$ cat src/rtl/combination_argmax.sv
`default_nettype none
// ============================================================================
// Module   : combination_argmax
// Brief    : Aggregates product rows over self and both COO edge directions,
//            then registers the per-node argmax column index.
// Revision : 1.0
// ============================================================================
module combination_argmax #(
  parameter int FEATURE_ROWS          = 6,
  parameter int WEIGHT_COLS           = 3,
  parameter int DOT_PROD_WIDTH        = 16,
  parameter int NUM_OF_NODES          = 6,
  parameter int COO_NUM_OF_COLS       = 6,
  parameter int COO_BW                = $clog2(COO_NUM_OF_COLS),
  parameter int COUNTER_FEATURE_WIDTH = $clog2(FEATURE_ROWS),
  parameter int MAX_ADDRESS_WIDTH     = 2
) (
  input  logic                             clk,
  input  logic                             reset,
  input  logic                             start,
  input  logic [COO_BW-1:0]                coo_in          [0:1],
  input  logic [DOT_PROD_WIDTH-1:0]        FM_WM_ROW       [0:WEIGHT_COLS-1],
  output logic [COO_BW-1:0]                coo_address,
  output logic [COUNTER_FEATURE_WIDTH-1:0] read_fm_wm_row,
  output logic                             done,
  output logic [MAX_ADDRESS_WIDTH-1:0]     max_addi_answer [0:FEATURE_ROWS-1]
);

  localparam logic [2:0] c_IDLE     = 3'd0;
  localparam logic [2:0] c_SELF     = 3'd1;
  localparam logic [2:0] c_EDGE_SRC = 3'd2;
  localparam logic [2:0] c_EDGE_DST = 3'd3;
  localparam logic [2:0] c_ARGMAX   = 3'd4;
  localparam logic [2:0] c_DONE     = 3'd5;

  logic [2:0]                         state_q, state_d;
  logic [COUNTER_FEATURE_WIDTH-1:0]   node_q, node_d;
  logic [COO_BW-1:0]                  edge_q, edge_d;
  logic [DOT_PROD_WIDTH-1:0]          acc_q [0:NUM_OF_NODES-1][0:WEIGHT_COLS-1];
  logic [DOT_PROD_WIDTH-1:0]          acc_d [0:NUM_OF_NODES-1][0:WEIGHT_COLS-1];
  logic [MAX_ADDRESS_WIDTH-1:0]       ans_q [0:FEATURE_ROWS-1];
  logic [MAX_ADDRESS_WIDTH-1:0]       w_arg [0:FEATURE_ROWS-1];
  logic [DOT_PROD_WIDTH-1:0]          w_best;
  logic                               w_node_last;
  logic                               w_edge_last;
  logic                               w_edge_ok;

  assign w_node_last = (node_q == COUNTER_FEATURE_WIDTH'(NUM_OF_NODES - 1));
  assign w_edge_last = (edge_q == COO_BW'(COO_NUM_OF_COLS - 1));

  // Self-loops and out-of-range endpoints still take both edge cycles but add nothing.
  assign w_edge_ok = (coo_in[0] != coo_in[1])
                  && (int'(coo_in[0]) < NUM_OF_NODES)
                  && (int'(coo_in[1]) < NUM_OF_NODES);

  // --------------------------------------------------------------------------
  // FSM: state register
  // --------------------------------------------------------------------------
  always_ff @(posedge clk or posedge reset) begin
    if (reset) begin
      state_q <= c_IDLE;
    end else begin
      state_q <= state_d;
    end
  end

  // --------------------------------------------------------------------------
  // FSM: next-state logic
  // --------------------------------------------------------------------------
  always_comb begin
    state_d = state_q;
    case (state_q)
      c_IDLE, c_DONE: if (start) state_d = c_SELF;
      c_SELF:         if (w_node_last) state_d = c_EDGE_SRC;
      c_EDGE_SRC:     state_d = c_EDGE_DST;
      c_EDGE_DST:     state_d = w_edge_last ? c_ARGMAX : c_EDGE_SRC;
      c_ARGMAX:       state_d = c_DONE;
      default:        state_d = c_IDLE;
    endcase
  end

  // --------------------------------------------------------------------------
  // FSM: outputs
  // --------------------------------------------------------------------------
  always_comb begin
    coo_address    = '0;
    read_fm_wm_row = '0;
    done           = 1'b0;
    case (state_q)
      c_SELF: begin
        read_fm_wm_row = node_q;
      end
      c_EDGE_SRC: begin
        coo_address    = edge_q;
        read_fm_wm_row = COUNTER_FEATURE_WIDTH'(coo_in[0]);
      end
      c_EDGE_DST: begin
        coo_address    = edge_q;
        read_fm_wm_row = COUNTER_FEATURE_WIDTH'(coo_in[1]);
      end
      c_DONE: begin
        done = 1'b1;
      end
      default: begin
        done = 1'b0;
      end
    endcase
  end

  // --------------------------------------------------------------------------
  // Counters and accumulators
  // --------------------------------------------------------------------------
  always_comb begin
    node_d = node_q;
    edge_d = edge_q;
    acc_d  = acc_q;
    case (state_q)
      c_IDLE, c_DONE: begin
        if (start) begin
          node_d = '0;
          edge_d = '0;
        end
      end
      c_SELF: begin
        node_d = w_node_last ? '0 : node_q + 1'b1;
        for (int n = 0; n < NUM_OF_NODES; n++) begin
          for (int c = 0; c < WEIGHT_COLS; c++) begin
            if (int'(node_q) == n) acc_d[n][c] = FM_WM_ROW[c];
          end
        end
      end
      // Source row is added into the destination node's accumulator.
      c_EDGE_SRC: begin
        for (int n = 0; n < NUM_OF_NODES; n++) begin
          for (int c = 0; c < WEIGHT_COLS; c++) begin
            if (w_edge_ok && (int'(coo_in[1]) == n)) begin
              acc_d[n][c] = acc_q[n][c] + FM_WM_ROW[c];
            end
          end
        end
      end
      c_EDGE_DST: begin
        edge_d = w_edge_last ? '0 : edge_q + 1'b1;
        for (int n = 0; n < NUM_OF_NODES; n++) begin
          for (int c = 0; c < WEIGHT_COLS; c++) begin
            if (w_edge_ok && (int'(coo_in[0]) == n)) begin
              acc_d[n][c] = acc_q[n][c] + FM_WM_ROW[c];
            end
          end
        end
      end
      default: begin
        node_d = node_q;
      end
    endcase
  end

  // Strict greater-than keeps the lowest column index on ties.
  always_comb begin
    w_best = '0;
    for (int n = 0; n < FEATURE_ROWS; n++) begin
      w_arg[n] = '0;
      w_best   = acc_q[n][0];
      for (int c = 1; c < WEIGHT_COLS; c++) begin
        if (acc_q[n][c] > w_best) begin
          w_best   = acc_q[n][c];
          w_arg[n] = MAX_ADDRESS_WIDTH'(c);
        end
      end
    end
  end

  always_ff @(posedge clk or posedge reset) begin
    if (reset) begin
      node_q <= '0;
      edge_q <= '0;
      for (int n = 0; n < NUM_OF_NODES; n++) begin
        for (int c = 0; c < WEIGHT_COLS; c++) begin
          acc_q[n][c] <= '0;
        end
      end
      for (int n = 0; n < FEATURE_ROWS; n++) begin
        ans_q[n] <= '0;
      end
    end else begin
      node_q <= node_d;
      edge_q <= edge_d;
      acc_q  <= acc_d;
      if (state_q == c_ARGMAX) begin
        for (int n = 0; n < FEATURE_ROWS; n++) begin
          ans_q[n] <= w_arg[n];
        end
      end
    end
  end

  assign max_addi_answer = ans_q;

endmodule
`default_nettype wire
$ cat config.mk
export PLATFORM = sky130hd
export DESIGN_NAME = combination_argmax
export DESIGN_NICKNAME = d
export VERILOG_FILES = /design/src/rtl/combination_argmax.sv
export SDC_FILE = /design/constraint.sdc
export NUM_CORES = 2
export LEC_CHECK = 0
export CAP_MARGIN = 30
export CELL_PAD_IN_SITES_DETAIL_PLACEMENT = 1
export CELL_PAD_IN_SITES_GLOBAL_PLACEMENT = 1
export CORE_UTILIZATION = 30
export CTS_CLUSTER_SIZE = 28
export DETAILED_ROUTE_END_ITERATION = 16
export PLACE_DENSITY = 0.55
export SKIP_CTS_REPAIR_TIMING = 1
export SKIP_LAST_GASP = 1
export SLEW_MARGIN = 5
export SYNTH_ARGS = -nofsm -noshare
export SYNTH_HDL_FRONTEND = slang
export SYNTH_SLANG_ARGS = --single-unit
$ cat constraint.sdc
create_clock -name clk -period 11.5 [get_ports clk]
set_input_delay 1.725 -clock clk [delete_from_list [all_inputs] [get_ports clk]]
set_output_delay 1.725 -clock clk [all_outputs]
set_load 0.01 [all_outputs]
---- Word-level counts from Yosys, hierarchy flattened ----
Index checks and enable logic that the tools add are counted.
W data, S select, Z words.
storage, ports and cells
  flip-flop bits (word level) ............. 309
  bits in latches ......................... 0
  bits in writable memories ............... 0
  bits in read-only memories .............. 0
  bits of input ports ..................... 57
  output and inout bits ................... 19
  logic and storage cells ................. 221
  memories ................................ 0
operators by class
  add/sub/neg operators ................... 20
  multipliers ............................. 0
  divide/modulo/power cells ............... 0
  order comparisons ....................... 14
  equality and inequality tests ........... 43
  shift operators ......................... 0
  muxes and demuxes ....................... 85
  bitwise gates (word level) .............. 0
  reductions and logical operators ........ 32
operator list
  kind                   number
  $mux W16               60
  $pmux W288 S3          1
  $add A16 B16 Y16       18
  $gt A16 B16 Y1         12
  $eq A3 B3 Y1 const B   16
  $ne A2 B2 Y1 const B   20
  $reduce_and A4 Y1      6
  $mux W3                7
  $eq A3 B2 Y1 const B   5
  $pmux W3 S5            1
  $logic_and A1 B1 Y1    14
  $logic_not A3 Y1       4
  $mux W2                6
  $pmux W3 S2            2
  $pmux W3 S3            1
  $mux W1                7
  $add A3 B1 Y3 const B  2
  $lt A3 B3 Y1 const B   2
  $reduce_and A2 Y1      3
  $reduce_bool A2 Y1     2
  $reduce_or A2 Y1       2
  $eq A3 B1 Y1 const B   1
  $ne A3 B3 Y1           1
  $reduce_bool A3 Y1     1

---- Logic depth before layout (Yosys ltp) ----
  depth in word-level cells ............... 6
  gate-level depth with buffers ........... 20
  gate-level depth less buffers ........... 19

---- Worst setup path after synthesis ----
Ideal clock, no wire load.
  path type ............................... in2out
  from .................................... input coo_in[1] (netlist name)
  to ...................................... output read_fm_wm_row[1]
  data arrival time ....................... 2346 ps
  data required time ...................... 9775 ps
  setup slack ............................. 7429 ps
  cell stages on the path ................. 5
  buffers on the path ..................... 1
  path through ............................ clkbuf_1 mux2i_1 nor2_1 a21oi_1 nor2_1
on the way
  longest elaborated chain between the ends .. 1
ends and longest elaborated chain
  what                line  text
  start: declaration  21    input logic [COO_BW-1:0] coo_in [0:1],
  $pmux W3 S3         89    case (state_q)
  end: declaration    24    output logic [COUNTER_FEATURE_WIDTH-1:0] read_fm_wm_row,
No other way between the ends.

---- Worst setup path in the final report ----
  from .................................... register acc_q[185] (netlist name)
  to ...................................... register ans_q, in the netlist max_addi_answer[6]
on the way
  longest elaborated chain between the ends .. 4
  elaborated cells on any way between the ends .. 5
  classes of those cells .................. 2 x order compare; 3 x mux
ends and longest elaborated chain
  what                              line  text
  start: declaration                39    logic [DOT_PROD_WIDTH-1:0] acc_q [0:NUM_OF_NODES-1][0:WEIGHT_COLS-1];
  start signal: indexed assignment  179   acc_q[n][c] <= '0;
  start signal: assignment          188   acc_q <= acc_d;
  $gt A16 B16 Y1                    165   if (acc_q[n][c] > w_best) begin
  $mux W16                          165
  $gt A16 B16 Y1                    165
  $mux W2 (*)                       165
  end signal: indexed assignment    191   ans_q[n] <= w_arg[n];
  end: declaration                  41    logic [MAX_ADDRESS_WIDTH-1:0] ans_q [0:FEATURE_ROWS-1];
Every way passes the cells marked *; elsewhere a longest branch is shown, timed or not.
A chain may end at the register's enable or synchronous reset.

==> results.sh <==
export IMPL_path_max_fanout=9
export IMPL_slowest_delay_ns=0.71
export IMPL_vias=29900
export IMPL_hold_start="max_addi_answer[1]$_DFFE_PP0P_"
export IMPL_timing_final_crit_share_pct=47.2
export IMPL_cp_required_ns=12.03
export IMPL_synth_edff_count=0
export IMPL_antenna_found_initial=22
export IMPL_fin_worst_skew_ns=0.0334
export IMPL_syn_area_per_cell_um2=8.26
export IMPL_gp_congestion=0.903
export IMPL_nets=4341
export IMPL_synth_top_area_share_pct=24.9
export IMPL_async_reset_ff_share_pct=100
export IMPL_final_cells=5212
export IMPL_clkTransAtPathRegs_ns=0.06
export IMPL_ys_warn_count=0
export IMPL_grt_usage_pct=27.3
export IMPL_fin_area_mm2=0.0352
export IMPL_insertion_delay_ns=0.64
export IMPL_die_y_um=324
export IMPL_max_freq_mhz=184
export IMPL_rsz0062_at_grt="false"
export IMPL_drive_above_1_share_pct=5.13
export IMPL_clock_sinks=309
export IMPL_rows=117
export IMPL_dieArea_mm2=0.105
export IMPL_die_x_um=324
export IMPL_status="completed"
export IMPL_cts_max_path_buffers=3
export IMPL_fin_tns_setup_ns=0
export IMPL_r2r_start="acc_q[185]$_DFFE_PP0P_"
export IMPL_drc=0
export IMPL_area_delta_synth_final_pct=13.2
export IMPL_core_region_area_mm2=0.102
export IMPL_final_max_slew_viol_count=0
export IMPL_drt_initial_drc_count=2165
export IMPL_worstPathCellList="inv_1 -> ha_1 -> nand3_1 -> nor3_1 -> o21ai_0 -> a22oi_2 -> buf_4 -> mux2i_1 -> ha_1 -> nand3_1 -> nor2_1 -> nand2_1 -> or2_2 -> o21a_1 -> o221ai_1 -> o211ai_1 -> o211a_1"
export IMPL_dp_hpwl_mm=111
export IMPL_num_io_pins=76
export IMPL_min_path_type="reg -> reg"
export IMPL_syn_instance_count=3760
export IMPL_htreeDepth=2
export IMPL_synthDominantAreaCellType="dfrtp_1"
export IMPL_wl_per_cell_um=27.6
export IMPL_critPathSlowestCell="nor3_1"
export IMPL_layout_min_cycle_time_ns=5.43
export IMPL_dp_cells=5121
export IMPL_ir_drop_mv=0.135
export IMPL_netlist_top_cells_area="dfrtp_1 25%, ha_1 19%, a21oi_1 6.4%"
export IMPL_worst_setup_path_end_kind="flip-flop"
export IMPL_worstPathArrival_ns=5.95
export IMPL_critical_path_top_delay_family="compound AO/OA/AOI/OAI gates"
export IMPL_synth_area_mm2=0.0310
export IMPL_cap_violations=0
export IMPL_grt_max_degree=127
export IMPL_initial_core_util_pct=30.4
export IMPL_critPathLaunch="acc_q[185]$_DFFE_PP0P_"
export IMPL_synth_main_ff_cell="dfrtp_1"
export IMPL_ys_ff_latch=309
export IMPL_p_leak_nw=16.1
export IMPL_critPathKind="reg -> reg"
export IMPL_dr_pass1_iters=5
export IMPL_finalSetupViolCount=0
export IMPL_portBuffers=75
export IMPL_post_route_util_pct=34.4
export IMPL_cp_buffers_inverters=2
export IMPL_seq_area_frac_synth_pct=24.9
export IMPL_tightest_slew_ns=1.12
export IMPL_hold_violations=0
export IMPL_synthDistinctLibCells=85
export IMPL_dpl_cell_area_mm2=0.0335
export IMPL_max_slew_margin_pct=25.4
export IMPL_cts_tree="done"
export IMPL_grt_pass1_wl_mm=208
export IMPL_post_drt_via_cell_ratio=5.74
export IMPL_root_buffer="clkbuf_16"
export IMPL_synth_nets=4298
export IMPL_overflow=0
export IMPL_ant_nets=0
export IMPL_grt_pass1_vias=29600
export IMPL_critical_path_startpoint_type="flip-flop"
export IMPL_routed_wl_mm=144
export IMPL_powerDensity_mw_per_mm2=356
export IMPL_cts_inserted_buffers=46
through the flow:
step	setup slack, ns	hold slack, ns	total power, mW
2_1_floorplan	1.23	0.471	7.88
3_3_place_gp	5.85	0.471	10.7
3_5_place_dp	5.87	0.480	10.9
4_1_cts	6.29	0.494	12.5
5_1_grt	5.81	0.525	13.5
6_report	6.07	0.481	12.5
where the power goes:
group	total (mW)	internal (mW)	switching, mW
clock network	1.53	0.901	0.633
registers	2.43	1.61	0.821
logic	8.55	3.30	5.25
total	12.5	5.81	6.71
flip-flops by register name, indices dropped and copies added, names as in the netlist:
signal           flops
node_q               3
acc_q              288
state_q              3
max_addi_answer     12
edge_q               3
cell type report:
class | count | area [um^2]
timing repair buffer | 137 | 1290
fill | 12200 | 67000
clock buffer | 68 | 1340
tap | 1368 | 1710
antenna | 5 | 12.5
inverter | 188 | 713
clock inverter | 16 | 230
sequential | 309 | 7730
multi-input combinational | 3121 | 22100
Yosys cell counts, drive strengths merged (31+ instances only):
cell,count
or3,31
clkbuf,93
ha,463
xnor2,120
nand3,93
nor2,216
nor3,94
a31oi,53
nor2b,75
o21a,67
nand2,361
xor2,50
nand4,53
o21ai,334
inv,188
buf,49
o211ai,40
a21o,117
and3,32
mux2i,113
a211oi,122
dfrtp,309
a21oi,396
cell families after synthesis:
kind of cell	after synthesis	synth area share, %
adder cells (fa/ha/maj)	482	19.9
multiplexers	123	4.01
XOR/XNOR	170	4.82
AND/OR/NAND/NOR	1032	15.6
AO/OA/AOI/OAI	1314	26.6
flip-flops	309	24.9
buffers and inverters	330	4.15
layer usage:
metal  GRT usage, %  share of wire (%)  up-vias
met5              0              0.070        -
met4           9.63                3.8       16
met3           6.33                6.9      203
met2           40.6                 42      737
met1           38.4                 47    14900
li1               -                  -    14100
placed cells by master, fill, tap and decap left out, drive strengths merged, types with 8 or more instances in the layout:
cell type / n
a31oi: 53
nor3: 94
o21bai: 22
clkdlybuf4s50: 75
xor2: 50
nand2b: 20
and3: 32
o21ai: 334
a21oi: 396
nor2b: 75
or4: 14
o21a: 67
or3: 31
and2: 9
nand4: 53
a211o: 15
mux2i: 113
a21o: 117
o211ai: 40
dfrtp: 309
mux2: 10
o41ai: 8
o221ai: 22
xnor2: 120
inv: 188
or2: 10
clkbuf: 68
fa: 18
a211oi: 122
nor4: 10
ha: 463
nor2: 216
o31ai: 20
nand3: 93
clkinv: 11
buf: 61
nand2: 361
o41a: 10
worst reg2reg max path: stages (launching register included):
cell      delay, ns
dfrtp_1        0.55
inv_1          0.11
ha_1           0.31
nand3_1        0.09
nor3_1         0.71
o21ai_0        0.26
a22oi_2        0.65
buf_4          0.40
mux2i_1        0.66
ha_1           0.22
nand3_1        0.10
nor2_1         0.12
nand2_1        0.08
or2_2          0.31
o21a_1         0.19
o221ai_1       0.07
o211ai_1       0.29
o211a_1        0.21
final timing paths:
| path | endpoint | slack, ns | cells past startpoint |
|---|---|---|---|
| worst max-delay path | max_addi_answer[6]$_DFFE_PP0P_ | 6.07 | 17 |
| worst min-delay path | max_addi_answer[1]$_DFFE_PP0P_ | 0.48 | 2 |
| worst max register to register | max_addi_answer[6]$_DFFE_PP0P_ | 6.07 | 17 |
| worst min register to register | max_addi_answer[1]$_DFFE_PP0P_ | 0.48 | 2 |
| max in group asynchronous | acc_q[194]$_DFFE_PP0P_ | 7.97 | 4 |
| min in group asynchronous | acc_q[237]$_DFFE_PP0P_ | 1.53 | 2 |
Power figures use the tool's default switching activity.
